`src/rtl/wb_stage_if.sv`:
```
// wb_stage_if: bundles the MEM-side inputs and the register-heap / forwarding
// outputs of the writeback stage. The master modport is the upstream pipeline
// together with the heap and forwarding consumers. The slave modport is the stage.
//
// Handshake: in_valid qualifies in_reg_write/in_mem_to_reg/in_dest/in_alu_result/
// in_mem_data and is sampled only on a rising edge where stall=0 and flush=0.
// stall is the only back-pressure, and flush beats stall.
// EN_WRITE_REG=0 means the heap writes w_reg/w_data on the next falling edge.
// fwd_valid qualifies fwd_reg/fwd_data.
interface wb_stage_if #(
    parameter int REG_WIDTH = 4
);
    logic                 stall;
    logic                 flush;
    logic                 in_valid;
    logic                 in_reg_write;
    logic                 in_mem_to_reg;
    logic [REG_WIDTH-1:0] in_dest;
    logic [15:0]          in_alu_result;
    logic [15:0]          in_mem_data;

    logic                 EN_WRITE_REG;
    logic [REG_WIDTH-1:0] w_reg;
    logic [15:0]          w_data;
    logic                 fwd_valid;
    logic [REG_WIDTH-1:0] fwd_reg;
    logic [15:0]          fwd_data;

    modport master (
        output stall, flush, in_valid, in_reg_write, in_mem_to_reg,
               in_dest, in_alu_result, in_mem_data,
        input  EN_WRITE_REG, w_reg, w_data, fwd_valid, fwd_reg, fwd_data
    );

    modport slave (
        input  stall, flush, in_valid, in_reg_write, in_mem_to_reg,
               in_dest, in_alu_result, in_mem_data,
        output EN_WRITE_REG, w_reg, w_data, fwd_valid, fwd_reg, fwd_data
    );
endinterface

```
`src/rtl/wb_stage.sv`:
```
// wb_stage: MEM/WB pipeline register plus writeback mux for the 16-bit core.
// The stage loads on the rising edge of CLK. The register heap writes on the
// following falling edge, so the heap sees a stable write port for half a cycle.
// A stalled instruction is written only once. The done flag marks it as already
// retired, but it stays visible on the forwarding port.
// Optional build macro WB_RETIRE_CNT_EN adds the 16-bit retire_cnt output.
// retire_cnt counts the writes actually issued to the heap.
module wb_stage #(
    parameter int REG_WIDTH  = 4,
    parameter bit PROTECT_R0 = 1'b0
) (
    input  logic         CLK,
    input  logic         RST,
    wb_stage_if.slave    bus
`ifdef WB_RETIRE_CNT_EN
    ,
    output logic [15:0]  retire_cnt
`endif
);

    logic                 valid_q, valid_d;
    logic                 reg_write_q, reg_write_d;
    logic [REG_WIDTH-1:0] dest_q, dest_d;
    logic [15:0]          data_q, data_d;
    logic                 done_q, done_d;

    logic [15:0]          mux_data;
    logic                 r0_blocked;
    logic                 wr;

    // Writeback source select, ahead of the register for single-cycle latency.
    always_comb begin
        mux_data = bus.in_mem_to_reg ? bus.in_mem_data : bus.in_alu_result;
    end

    // Next-state: flush beats stall, and stall beats load.
    always_comb begin
        valid_d     = valid_q;
        reg_write_d = reg_write_q;
        dest_d      = dest_q;
        data_d      = data_q;
        done_d      = done_q;
        if (bus.flush) begin
            valid_d = 1'b0;
            done_d  = 1'b0;
        end else if (bus.stall) begin
            done_d = valid_q & reg_write_q;
        end else begin
            valid_d     = bus.in_valid;
            reg_write_d = bus.in_reg_write;
            dest_d      = bus.in_dest;
            data_d      = mux_data;
            done_d      = 1'b0;
        end
    end

    // Stage register with asynchronous clear.
    always_ff @(posedge CLK or posedge RST) begin
        if (RST) begin
            valid_q     <= 1'b0;
            reg_write_q <= 1'b0;
            dest_q      <= '0;
            data_q      <= '0;
            done_q      <= 1'b0;
        end else begin
            valid_q     <= valid_d;
            reg_write_q <= reg_write_d;
            dest_q      <= dest_d;
            data_q      <= data_d;
            done_q      <= done_d;
        end
    end

    // Heap write port and forwarding view, derived from the held state.
    // RST masks the write enable directly, so no heap write can slip in while
    // reset is asserted.
    always_comb begin
        r0_blocked       = PROTECT_R0 && (dest_q == '0);
        wr               = valid_q & reg_write_q & ~done_q & ~r0_blocked & ~RST;
        bus.EN_WRITE_REG = ~wr;
        bus.w_reg        = dest_q;
        bus.w_data       = data_q;
        bus.fwd_valid    = valid_q & reg_write_q & ~r0_blocked & ~RST;
        bus.fwd_reg      = dest_q;
        bus.fwd_data     = data_q;
    end

`ifdef WB_RETIRE_CNT_EN
    logic [15:0] cnt_q, cnt_d;

    // Retire count advances on every edge that closes a cycle with a heap write.
    always_comb begin
        cnt_d = cnt_q + {15'd0, wr};
    end

    // Retire counter register; it wraps naturally at 16 bits.
    always_ff @(posedge CLK or posedge RST) begin
        if (RST) begin
            cnt_q <= '0;
        end else begin
            cnt_q <= cnt_d;
        end
    end

    assign retire_cnt = cnt_q;
`endif

endmodule

```
`src/flat_wrapper.sv`:
```
// flat-port wrapper written by rule: the top's interface ports become plain ports
module wb_stage_flat 
#(
    parameter int REG_WIDTH  = 4,
    parameter bit PROTECT_R0 = 1'b0
)
  (CLK, RST, bus_stall, bus_flush, bus_in_valid, bus_in_reg_write, bus_in_mem_to_reg, bus_in_dest, bus_in_alu_result, bus_in_mem_data, bus_EN_WRITE_REG, bus_w_reg, bus_w_data, bus_fwd_valid, bus_fwd_reg, bus_fwd_data);
  wb_stage_if #(.REG_WIDTH(REG_WIDTH)) bus_i ();
  input  logic CLK;
  input  logic RST;
  input wire logic [$bits(bus_i.stall)-1:0] bus_stall;
  input wire logic [$bits(bus_i.flush)-1:0] bus_flush;
  input wire logic [$bits(bus_i.in_valid)-1:0] bus_in_valid;
  input wire logic [$bits(bus_i.in_reg_write)-1:0] bus_in_reg_write;
  input wire logic [$bits(bus_i.in_mem_to_reg)-1:0] bus_in_mem_to_reg;
  input wire logic [$bits(bus_i.in_dest)-1:0] bus_in_dest;
  input wire logic [$bits(bus_i.in_alu_result)-1:0] bus_in_alu_result;
  input wire logic [$bits(bus_i.in_mem_data)-1:0] bus_in_mem_data;
  output wire logic [$bits(bus_i.EN_WRITE_REG)-1:0] bus_EN_WRITE_REG;
  output wire logic [$bits(bus_i.w_reg)-1:0] bus_w_reg;
  output wire logic [$bits(bus_i.w_data)-1:0] bus_w_data;
  output wire logic [$bits(bus_i.fwd_valid)-1:0] bus_fwd_valid;
  output wire logic [$bits(bus_i.fwd_reg)-1:0] bus_fwd_reg;
  output wire logic [$bits(bus_i.fwd_data)-1:0] bus_fwd_data;
  assign bus_i.stall = bus_stall;
  assign bus_i.flush = bus_flush;
  assign bus_i.in_valid = bus_in_valid;
  assign bus_i.in_reg_write = bus_in_reg_write;
  assign bus_i.in_mem_to_reg = bus_in_mem_to_reg;
  assign bus_i.in_dest = bus_in_dest;
  assign bus_i.in_alu_result = bus_in_alu_result;
  assign bus_i.in_mem_data = bus_in_mem_data;
  assign bus_EN_WRITE_REG = bus_i.EN_WRITE_REG;
  assign bus_w_reg = bus_i.w_reg;
  assign bus_w_data = bus_i.w_data;
  assign bus_fwd_valid = bus_i.fwd_valid;
  assign bus_fwd_reg = bus_i.fwd_reg;
  assign bus_fwd_data = bus_i.fwd_data;
  wb_stage #(.REG_WIDTH(REG_WIDTH), .PROTECT_R0(PROTECT_R0)) u_core (.CLK(CLK), .RST(RST), .bus(bus_i));
endmodule
```
`config.mk`:
```
export PLATFORM = sky130hd
export DESIGN_NAME = wb_stage_flat
export DESIGN_NICKNAME = d
export VERILOG_FILES = /design/src/rtl/wb_stage_if.sv /design/src/rtl/wb_stage.sv /design/src/flat_wrapper.sv
export SDC_FILE = /design/constraint.sdc
export NUM_CORES = 1
export LEC_CHECK = 0
export BUFFER_PORTS_ARGS = -buffer_cell sky130_fd_sc_hd__buf_2
export CORE_UTILIZATION = 41
export CTS_CLUSTER_DIAMETER = 100
export DETAILED_ROUTE_END_ITERATION = 7
export PLACE_DENSITY = 0.8
export RECOVER_POWER = 100
export SYNTH_ARGS = -nofsm -noshare
export SYNTH_HDL_FRONTEND = slang
export SYNTH_SLANG_ARGS = --single-unit
```
`constraint.sdc`:
```
create_clock -name CLK -period 1.05 [get_ports CLK]
set_clock_uncertainty 0.2 [all_clocks]
set_input_delay 0.1575 -clock CLK [delete_from_list [all_inputs] [get_ports CLK]]
set_output_delay 0.1575 -clock CLK [all_outputs]
set_load 0.005 [all_outputs]
```
==> results of run 1 <==
## stage by stage
step	setup TNS (ps)	utilization, %
detailed placement	-3110	56.1
global placement	-2740	56.1
finish	-7490	71.5
floorplan	-1540	-
global route	-9240	71.5
CTS	-7390	70.2
## cells by family after synthesis
group	share of synthesized area, %
compound gates	13.1
buf+inv	17.2
flops	47.1
mux	19.8
simple gates	2.77
## report_power, final
| part | switching (mW) | internal [mW] | total (mW) |
|---|---|---|---|
| registers | 0.0821 | 1.00 | 1.08 |
| clock network | 0.268 | 0.142 | 0.410 |
| logic | 0.303 | 0.461 | 0.764 |
| total | 0.653 | 1.61 | 2.26 |
## worst paths after layout
path,endpoint,slack (ps),cells past startpoint
max reg2reg,u_core.bus.fwd_reg[3],-60,2
min in group asynchronous,u_core.valid_q,330,5
max,bus_EN_WRITE_REG,-510,3
min,u_core.bus.fwd_reg[0],-120,2
max in group asynchronous,u_core.bus.fwd_data[4],90,5
min reg2reg,u_core.bus.fwd_data[0],350,2
## timing repair
action                                  in CTS  in global routing
buffers inserted                             4                  5
endpoints found under the setup margin      43                 55
endpoints found under the hold margin       45                  5
hold buffers                                33                  3
gates resized for setup                      1                 19
pin swaps                                    0                  7
## cell usage in the layout (no fill, tap or decap), types with 2 or more instances in the layout
master	instances
sky130_fd_sc_hd__mux2_4	4
sky130_fd_sc_hd__o21ai_0	24
sky130_fd_sc_hd__buf_2	76
sky130_fd_sc_hd__dlygate4sd3_1	33
sky130_fd_sc_hd__dfrtp_1	23
sky130_fd_sc_hd__o21ai_1	7
sky130_fd_sc_hd__clkbuf_1	2
sky130_fd_sc_hd__clkbuf_4	4
sky130_fd_sc_hd__mux2i_2	2
sky130_fd_sc_hd__mux2i_1	15
sky130_fd_sc_hd__buf_4	14
sky130_fd_sc_hd__dlymetal6s4s_1	3
## cell type report
| cell class | instances | area (µm²) |
|---|---|---|
| Inverter | 1 | 3.75 |
| Multi-Input combinational cell | 60 | 454 |
| Sequential cell | 23 | 576 |
| Tap cell | 31 | 38.8 |
| Clock buffer | 3 | 22.5 |
| Timing Repair Buffer | 130 | 888 |
| Fill cell | 212 | 793 |
| Clock inverter | 1 | 5.00 |
## metal layers
metal  wire, µm  up-vias  global-route usage (%)  share of wire, %
li1           -      577                       -                 -
met1       1440      586                    29.0                38
met2       2080       47                    40.5                55
met3        117       14                    1.38               3.1
met4        140        0                    13.6               3.7
met5          0        -                       0                 0
==> flow_summary.yaml, run 1 <==
sta:
  worstMarginPinSlew_ps: 290
  max_slew_margin_pct: 80.7
  grt_setup_unrepaired: "true"
  whs_ps: -121
  setup_viol: 49
  slew_viol_final: 0
  timing_hold_violations_final: 3
  final.min_clock_period_ps: 1560
  clock.fmax_ghz: 0.641
  period_share_pct: 149
  layout_setup_ws_ps: -510
yosys:
  synth.distinct_cells: 15
  synth_top_flop_cell: "sky130_fd_sc_hd__dfrtp_1"
  synth_seq_area_share_pct: 47.1
  asyncSetResetFlopFracSynth_pct: 100
  yosys.area.top_type_share_pct: 47.1
  mappedNetlistArea_mm2: 0.00122
  number_of_synthesized_flops_with_an_enable_pin: 0
  syn-instance-count: 112
  synth_area_leaders: "sky130_fd_sc_hd__dfrtp_1 47%, sky130_fd_sc_hd__mux2i_1 14%, sky130_fd_sc_hd__buf_4 14%, sky130_fd_sc_hd__o21ai_0 13%, sky130_fd_sc_hd__mux2_4 4.9%"
  most_frequent_cell_after_synthesis: "sky130_fd_sc_hd__o21ai_0"
  synth_top_cells_by_count: "32 x sky130_fd_sc_hd__o21ai_0, 23 x sky130_fd_sc_hd__dfrtp_1, 22 x sky130_fd_sc_hd__buf_4"
  synthesis_warnings: 0
  postSynthNetCount: 155
  synth_area_per_cell_um2: 10.9
  postSynthRegisterBits: 23
  synth.largest_area_cell: "sky130_fd_sc_hd__dfrtp_1"
grt:
  grt_start_max_net_pins: 24
  antenna_violations_before_repair: 0
  grt_first_pass_wirelength_mm: 5.82
  first_global_vias: 1264
  grtUsageTotal_pct: 23.5
  grt_remaining_overflow: 0
placement:
  post-dp-hpwl_mm: 2.33
  place_area_mm2: 0.00156
  placed_cells: 207
  finalWeightedCongestion: 0.692
  port-buffer-count: 84
  dp_worst_setup_slack_ps: -183
status:
  failing_checks: "hold timing, setup timing"
  status: "finished, violations left"
finish:
  n_antenna_cell: 0
  largest_register_ffs: 16
  post_route_cells_drive_above_1_share_pct: 49.1
  final_design_area_no_fill_mm2: 0.00199
  synthToLayoutAreaGrowth_pct: 62.8
  finish.cell_count_without_fillers: 249
  post_layout_nets: 262
route:
  drt_pre_antenna_iters: 4
  route.detailed.wl_per_inst_um: 15.2
  post-route-drc-count: 0
  wl_mm: 3.78
  ant_nets: 0
  drt_iter0_drcs: 24
  vias_per_cell: 4.92
  detailroute.via_count: 1224
clock_network:
  root_buffer: "sky130_fd_sc_hd__clkbuf_4"
  h-tree-depth: 1
  cts_tree: "yes"
  numCtsBuffers: 3
  worst_skew_pair.late_latency_ps: 300
  clkSinkCount: 23
  clk_transition_reported_paths_ps: 130
  clock_path_buffers: 2
power:
  power_density_mw_per_mm2: 1140
  p_total_mw: 2.26
  p_leak_nw: 1.07
  max-vdd-ir-drop_mv: 0.952
die:
  start_util_pct: 43.9
  die-area_mm2: 0.00320
  die_h_um: 56.6
  coreArea_mm2: 0.00278
  die_w_um: 56.6
  num_rows: 19
  boundaryPins: 85
worst_setup_path:
  worst_ep_required_time_ps: 690
  r2r_start: "u_core.bus.fwd_reg[3]"
  critical_path.n_buffers_inverters: 1
  critical_path.cell_chain: "nand2_1 -> or3_1 -> buf_2"
  critPathMaxStageDelay_ps: 380
  critical_path_fanout_max: 2
  timing.setup.critical_path_class: "flip-flop to primary output"
  crit_path_end_kind: "primary output"
  timing.critical_path.from_type: "flip-flop"
  critical_path.top_delay_family: "flip-flops"
  crit_path_arrival_time_ps: 1200
  critical_path_source: "u_core.reg_write_q"
  slowest_stage: "sky130_fd_sc_hd__dfrtp_1"
min_path:
  hold_class: "input pin to flip-flop"
  hold_path.startpoint: "bus_in_dest[0]"
run:
  drv_cap: 0
Power figures use the tool's default switching activity.
==> run 2: changes to the inputs <==
--- a/config.mk
+++ b/config.mk
@@ -6,11 +6,13 @@
 export NUM_CORES = 1
 export LEC_CHECK = 0
 export BUFFER_PORTS_ARGS = -buffer_cell sky130_fd_sc_hd__buf_2
+export CORE_ASPECT_RATIO = 1.5
 export CORE_UTILIZATION = 41
 export CTS_CLUSTER_DIAMETER = 100
 export DETAILED_ROUTE_END_ITERATION = 7
 export PLACE_DENSITY = 0.8
 export RECOVER_POWER = 100
+export REMOVE_ABC_BUFFERS = 1
 export SYNTH_ARGS = -nofsm -noshare
 export SYNTH_HDL_FRONTEND = slang
 export SYNTH_SLANG_ARGS = --single-unit
==> flow_summary.yaml, run 2 (same netlist as run 1, synthesis figures left out) <==
status:
  status: "finished, violations left"
  failing_checks: "hold timing, setup timing"
placement:
  port-buffer-count: 84
  finalWeightedCongestion: 0.705
  dp_worst_setup_slack_ps: -205
  post-dp-hpwl_mm: 2.34
  place_area_mm2: 0.00160
  placed_cells: 217
grt:
  grt_start_max_net_pins: 24
  grt_remaining_overflow: 0
  first_global_vias: 975
  globalRouteMet3Util_pct: 3.39
  antenna_violations_before_repair: 0
  globalRouteMet2Util_pct: 34.5
  met1_usage_pct: 19.8
  top_usage_layer: "met2"
  grt_first_pass_wirelength_mm: 4.32
  grtUsageTotal_pct: 18.8
finish:
  finish.cell_count_without_fillers: 227
  largest_register_ffs: 16
  synthToLayoutAreaGrowth_pct: 37.2
  final_design_area_no_fill_mm2: 0.00168
  most-common-layout-cells: "82 x sky130_fd_sc_hd__buf_2, 30 x sky130_fd_sc_hd__o21ai_0, 23 x sky130_fd_sc_hd__dfrtp_1, 17 x sky130_fd_sc_hd__mux2i_1, 9 x sky130_fd_sc_hd__buf_4"
  final_core_utilization_pct: 60.6
  post_route_cells_drive_above_1_share_pct: 56.3
  post_layout_nets: 234
  final_common_cell: "sky130_fd_sc_hd__buf_2"
  fillerInstances: 238
  n_antenna_cell: 0
sta:
  slew_viol_final: 0
  timing_hold_violations_final: 11
  grt_setup_unrepaired: "true"
  clock.fmax_ghz: 0.672
  setup_viol: 44
  final.min_clock_period_ps: 1490
  layout_setup_ws_ps: -438
  max_slew_margin_pct: 85.8
  period_share_pct: 142
  worstMarginPinSlew_ps: 212
  whs_ps: -89.0
worst_setup_path:
  r2r_start: "u_core.reg_write_q"
  regToRegSetupSlack_ps: -160
  r2r.worst_path.cells: 3
  worstSetupEndpoint: "bus_EN_WRITE_REG"
  timing.critical_path.from_type: "flip-flop"
  critical_path_source: "u_core.reg_write_q"
  critPathMaxStageDelay_ps: 380
  worst-path-stages: 3
  critical_path_fanout_max: 2
  slowest_stage: "sky130_fd_sc_hd__dfrtp_1"
  timing.setup.critical_path_class: "flip-flop to primary output"
  critical_path.n_buffers_inverters: 1
  crit_path_end_kind: "primary output"
  r2r_end: "u_core.reg_write_q"
  critical_path.cell_chain: "nand2_2 -> or3_1 -> buf_2"
  critical_path.top_delay_family: "flip-flops"
  worst_ep_required_time_ps: 690
  crit_path_arrival_time_ps: 1130
die:
  die-area_mm2: 0.00321
  die_w_um: 46.6
  num_rows: 23
  start_util_pct: 44.2
  die_h_um: 68.8
  coreArea_mm2: 0.00276
  boundaryPins: 85
power:
  power_density_mw_per_mm2: 1340
  max-vdd-ir-drop_mv: 1.00
  p_leak_nw: 0.916
route:
  vias_per_cell: 4.82
  post-route-drc-count: 0
  route.detailed.wl_per_inst_um: 13.7
  drt_pre_antenna_iters: 4
  drt_iter0_drcs: 30
  wl_mm: 3.11
  ant_nets: 0
  detailroute.via_count: 1094
clock_network:
  cts_tree: "yes"
  h-tree-depth: 1
  clkSinkCount: 23
  clk_transition_reported_paths_ps: 80
  numCtsBuffers: 3
  worst_skew_pair.late_latency_ps: 250
  postCtsHoldBufs: 1
  root_buffer: "sky130_fd_sc_hd__clkbuf_8"
  clock_path_buffers: 2
run:
  drv_cap: 0
min_path:
  hold_class: "input pin to flip-flop"
[run 2: worst min path at each step]
stage	startpoint	endpoint	slack, ps	depth (start not counted)
after floorplan	RST	u_core.bus.fwd_data[0]	-40	1
after global placement	RST	u_core.done_q	110	4
after detailed placement	RST	u_core.done_q	130	4
after CTS	bus_in_dest[3]	u_core.bus.fwd_reg[3]	-80	2
after global routing	bus_in_dest[3]	u_core.bus.fwd_reg[3]	-90	2
final	bus_in_dest[3]	u_core.bus.fwd_reg[3]	-90	2
[run 2: worst reg2reg max path, cell delays in order (launching register included)]
cell,delay (ps)
sky130_fd_sc_hd__dfrtp_1,400
sky130_fd_sc_hd__buf_4,140
sky130_fd_sc_hd__buf_6,100
sky130_fd_sc_hd__mux2_4,250
[run 2: stage by stage]
step | TNS [ps] | total power [mW]
global route | -6190 | 2.37
floorplan | -200 | 1.29
detailed placement | -3180 | 1.70
CTS | -4500 | 2.25
finish | -4730 | 2.24
global placement | -2380 | 1.68
[run 2: cell type report]
| class | count | area [µm²] | share of cell area (%) |
|---|---|---|---|
| tap | 37 | 46.3 | 2.76 |
| sequential | 23 | 576 | 34.4 |
| clock inverter | 1 | 5.00 | 0.299 |
| multi-input combinational | 60 | 434 | 25.9 |
| clock buffer | 3 | 41.3 | 2.46 |
| timing repair buffer | 102 | 569 | 34.0 |
| inverter | 1 | 3.75 | 0.224 |
[run 2: repair_timing]
item                       CTS  global route
setup endpoints to repair   43            47
gates cloned                 0             0
gates resized for setup      0             7
setup buffers                3             2
pin swaps                    2             3
hold endpoints to repair    32             8
[run 2: routing by layer]
layer  vias up  share of wire, %
met5         -                 0
met4         0               2.2
met3         7               6.5
met2        67                57
met1       499                34
li1        521                 -
[run 2: power by group]
group	switching, mW	internal [mW]	leakage, nW	total (mW)
Sequential	0.0820	1.00	0.284	1.08
Combinational	0.269	0.349	0.606	0.618
Clock	0.273	0.264	0.0255	0.538
==> run 3: changes to the inputs <==
--- a/config.mk
+++ b/config.mk
@@ -6,11 +6,14 @@
 export NUM_CORES = 1
 export LEC_CHECK = 0
 export BUFFER_PORTS_ARGS = -buffer_cell sky130_fd_sc_hd__buf_2
+export CELL_PAD_IN_SITES_DETAIL_PLACEMENT = 0
+export CELL_PAD_IN_SITES_GLOBAL_PLACEMENT = 1
 export CORE_ASPECT_RATIO = 1.5
-export CORE_UTILIZATION = 41
+export CORE_UTILIZATION = 29
 export CTS_CLUSTER_DIAMETER = 100
 export DETAILED_ROUTE_END_ITERATION = 7
-export PLACE_DENSITY = 0.8
+export MAX_ROUTING_LAYER = met4
+export PLACE_DENSITY_LB_ADDON = 0.1
 export RECOVER_POWER = 100
 export REMOVE_ABC_BUFFERS = 1
 export SYNTH_ARGS = -nofsm -noshare
==> constraint.sdc (replaced) <==
create_clock -name CLK -period 1.4 [get_ports CLK]
set_clock_uncertainty 0.2 [all_clocks]
set_input_delay 0.21 -clock CLK [delete_from_list [all_inputs] [get_ports CLK]]
set_output_delay 0.21 -clock CLK [all_outputs]
set_load 0.005 [all_outputs]
==> flow_summary.yaml, run 3 (same netlist as run 1, synthesis figures left out) <==
route:
  post-route-drc-count: 0
  drt_iter0_drcs: 22
  detailroute.via_count: 1065
  route.detailed.wl_per_inst_um: 12.5
  ant_nets: 0
  drt_pre_antenna_iters: 4
  vias_per_cell: 4.61
  wl_mm: 2.90
worst_setup_path:
  crit_path_end_kind: "primary output"
  worst_ep_required_time_ps: 990
  r2r_end: "u_core.done_q"
  r2r_start: "u_core.reg_write_q"
  crit_path_arrival_time_ps: 1100
  worstSetupEndpoint: "bus_EN_WRITE_REG"
  critical_path_fanout_max: 2
  timing.setup.critical_path_class: "flip-flop to primary output"
  r2r.worst_path.cells: 3
  timing.critical_path.from_type: "flip-flop"
  regToRegSetupSlack_ps: 380
  critical_path_source: "u_core.reg_write_q"
clock_network:
  h-tree-depth: 1
  worst_skew_pair.late_latency_ps: 250
  numCtsBuffers: 3
  clkSinkCount: 23
  clk_transition_reported_paths_ps: 80
  cts_tree: "yes"
  clock_path_buffers: 2
  root_buffer: "sky130_fd_sc_hd__clkbuf_8"
min_path:
  hold_class: "input pin to flip-flop"
placement:
  placed_cells: 220
  post-dp-hpwl_mm: 2.23
  dp_worst_setup_slack_ps: 102
  finalWeightedCongestion: 0.666
  port-buffer-count: 84
die:
  die_w_um: 55.0
  boundaryPins: 85
  die-area_mm2: 0.00448
  coreArea_mm2: 0.00399
  start_util_pct: 30.6
  die_h_um: 81.5
  num_rows: 28
status:
  status: "finished, violations left"
  failing_checks: "setup timing"
sta:
  grt_setup_unrepaired: "true"
  max_slew_margin_pct: 65.1
  worstMarginPinSlew_ps: 524
  clock.fmax_ghz: 0.661
  timing_hold_violations_final: 0
  slew_viol_final: 0
  period_share_pct: 108
  setup_total_negative_slack_ps: -114
  final.min_clock_period_ps: 1510
  layout_setup_ws_ps: -112
  setup_viol: 2
grt:
  grt_first_pass_wirelength_mm: 4.24
  grt_start_max_net_pins: 19
  grtUsageTotal_pct: 13.3
  grt_remaining_overflow: 0
  first_global_vias: 979
  antenna_violations_before_repair: 0
finish:
  regArea_um2: 576
  largest_register_ffs: 16
  area_of_combinational_cells_with_multiple_inputs_um2: 424
  most-common-layout-cells: "64 x sky130_fd_sc_hd__buf_2, 32 x sky130_fd_sc_hd__o21ai_0, 23 x sky130_fd_sc_hd__dfrtp_1, 21 x sky130_fd_sc_hd__clkbuf_1, 17 x sky130_fd_sc_hd__mux2i_1"
  fillerInstances: 435
  finish.cell_count_without_fillers: 231
  final_common_cell: "sky130_fd_sc_hd__buf_2"
  post_layout_nets: 230
  post_route_cells_drive_above_1_share_pct: 41.9
  final_core_utilization_pct: 40.4
  synthToLayoutAreaGrowth_pct: 32.1
  n_antenna_cell: 0
run:
  drv_cap: 0
power:
  max-vdd-ir-drop_mv: 0.495
  p_leak_nw: 0.827
  power_density_mw_per_mm2: 994
  p_total_mw: 1.60
-- run 3: layout make-up --
cell class	count	share of cell area, %
Sequential cell	23	35.7
Tap cell	45	3.49
Multi-Input combinational cell	60	26.3
Timing Repair Buffer	98	31.5
Clock buffer	4	2.79
Inverter	1	0.233
-- run 3: routing by layer --
layer	global-route usage, %	part of all wire [%]	vias to the layer above
li1	-	-	515
met1	14.8	39	497
met2	23.3	54	51
met3	1.67	6.0	2
met4	5.25	0.69	0
met5	-	0	-
-- run 3: metrics by stage --
stage,hold WS (ps),instance area [µm²]
finish,6.40,1610
global route,9.66,1610
CTS,2.71,1660
detailed placement,25.0,1540
global placement,23.3,1540
floorplan,11.9,1010
-- run 3: where the power goes --
part / leakage, nW / internal [mW] / total (mW) / switching [mW]
Sequential: 0.284 / 0.752 / 0.814 / 0.0620
Combinational: 0.521 / 0.213 / 0.395 / 0.181
Clock: 0.0228 / 0.202 / 0.394 / 0.192
Total: 0.827 / 1.17 / 1.60 / 0.435
-- run 3: worst max-delay path, cell delays in order (launching register included) --
cell	delay (ps)
sky130_fd_sc_hd__dfrtp_1	370
sky130_fd_sc_hd__nand2_2	60
sky130_fd_sc_hd__or3_1	290
sky130_fd_sc_hd__buf_2	130
-- run 3: what timing repair did --
item | 4_1_cts | 5_1_grt
buffers inserted | 1 | 0
pin swaps | 1 | 0
hold buffers | 6 | 0
gates cloned | 0 | 0
hold endpoints to repair | 13 | 0
gates resized for setup | 1 | 0
setup endpoints to repair | 1 | 2
-- run 3: worst min-delay path by stage --
stage / from / end / slack, ps / depth (start not counted)
floorplan: RST / u_core.bus.fwd_data[0] / 10 / 1
global placement: RST / u_core.reg_write_q / 20 / 2
detailed placement: RST / u_core.done_q / 20 / 2
CTS: bus_in_valid / u_core.valid_q / 3 / 3
global route: bus_in_valid / u_core.valid_q / 10 / 3
finish: bus_in_valid / u_core.valid_q / 6 / 3
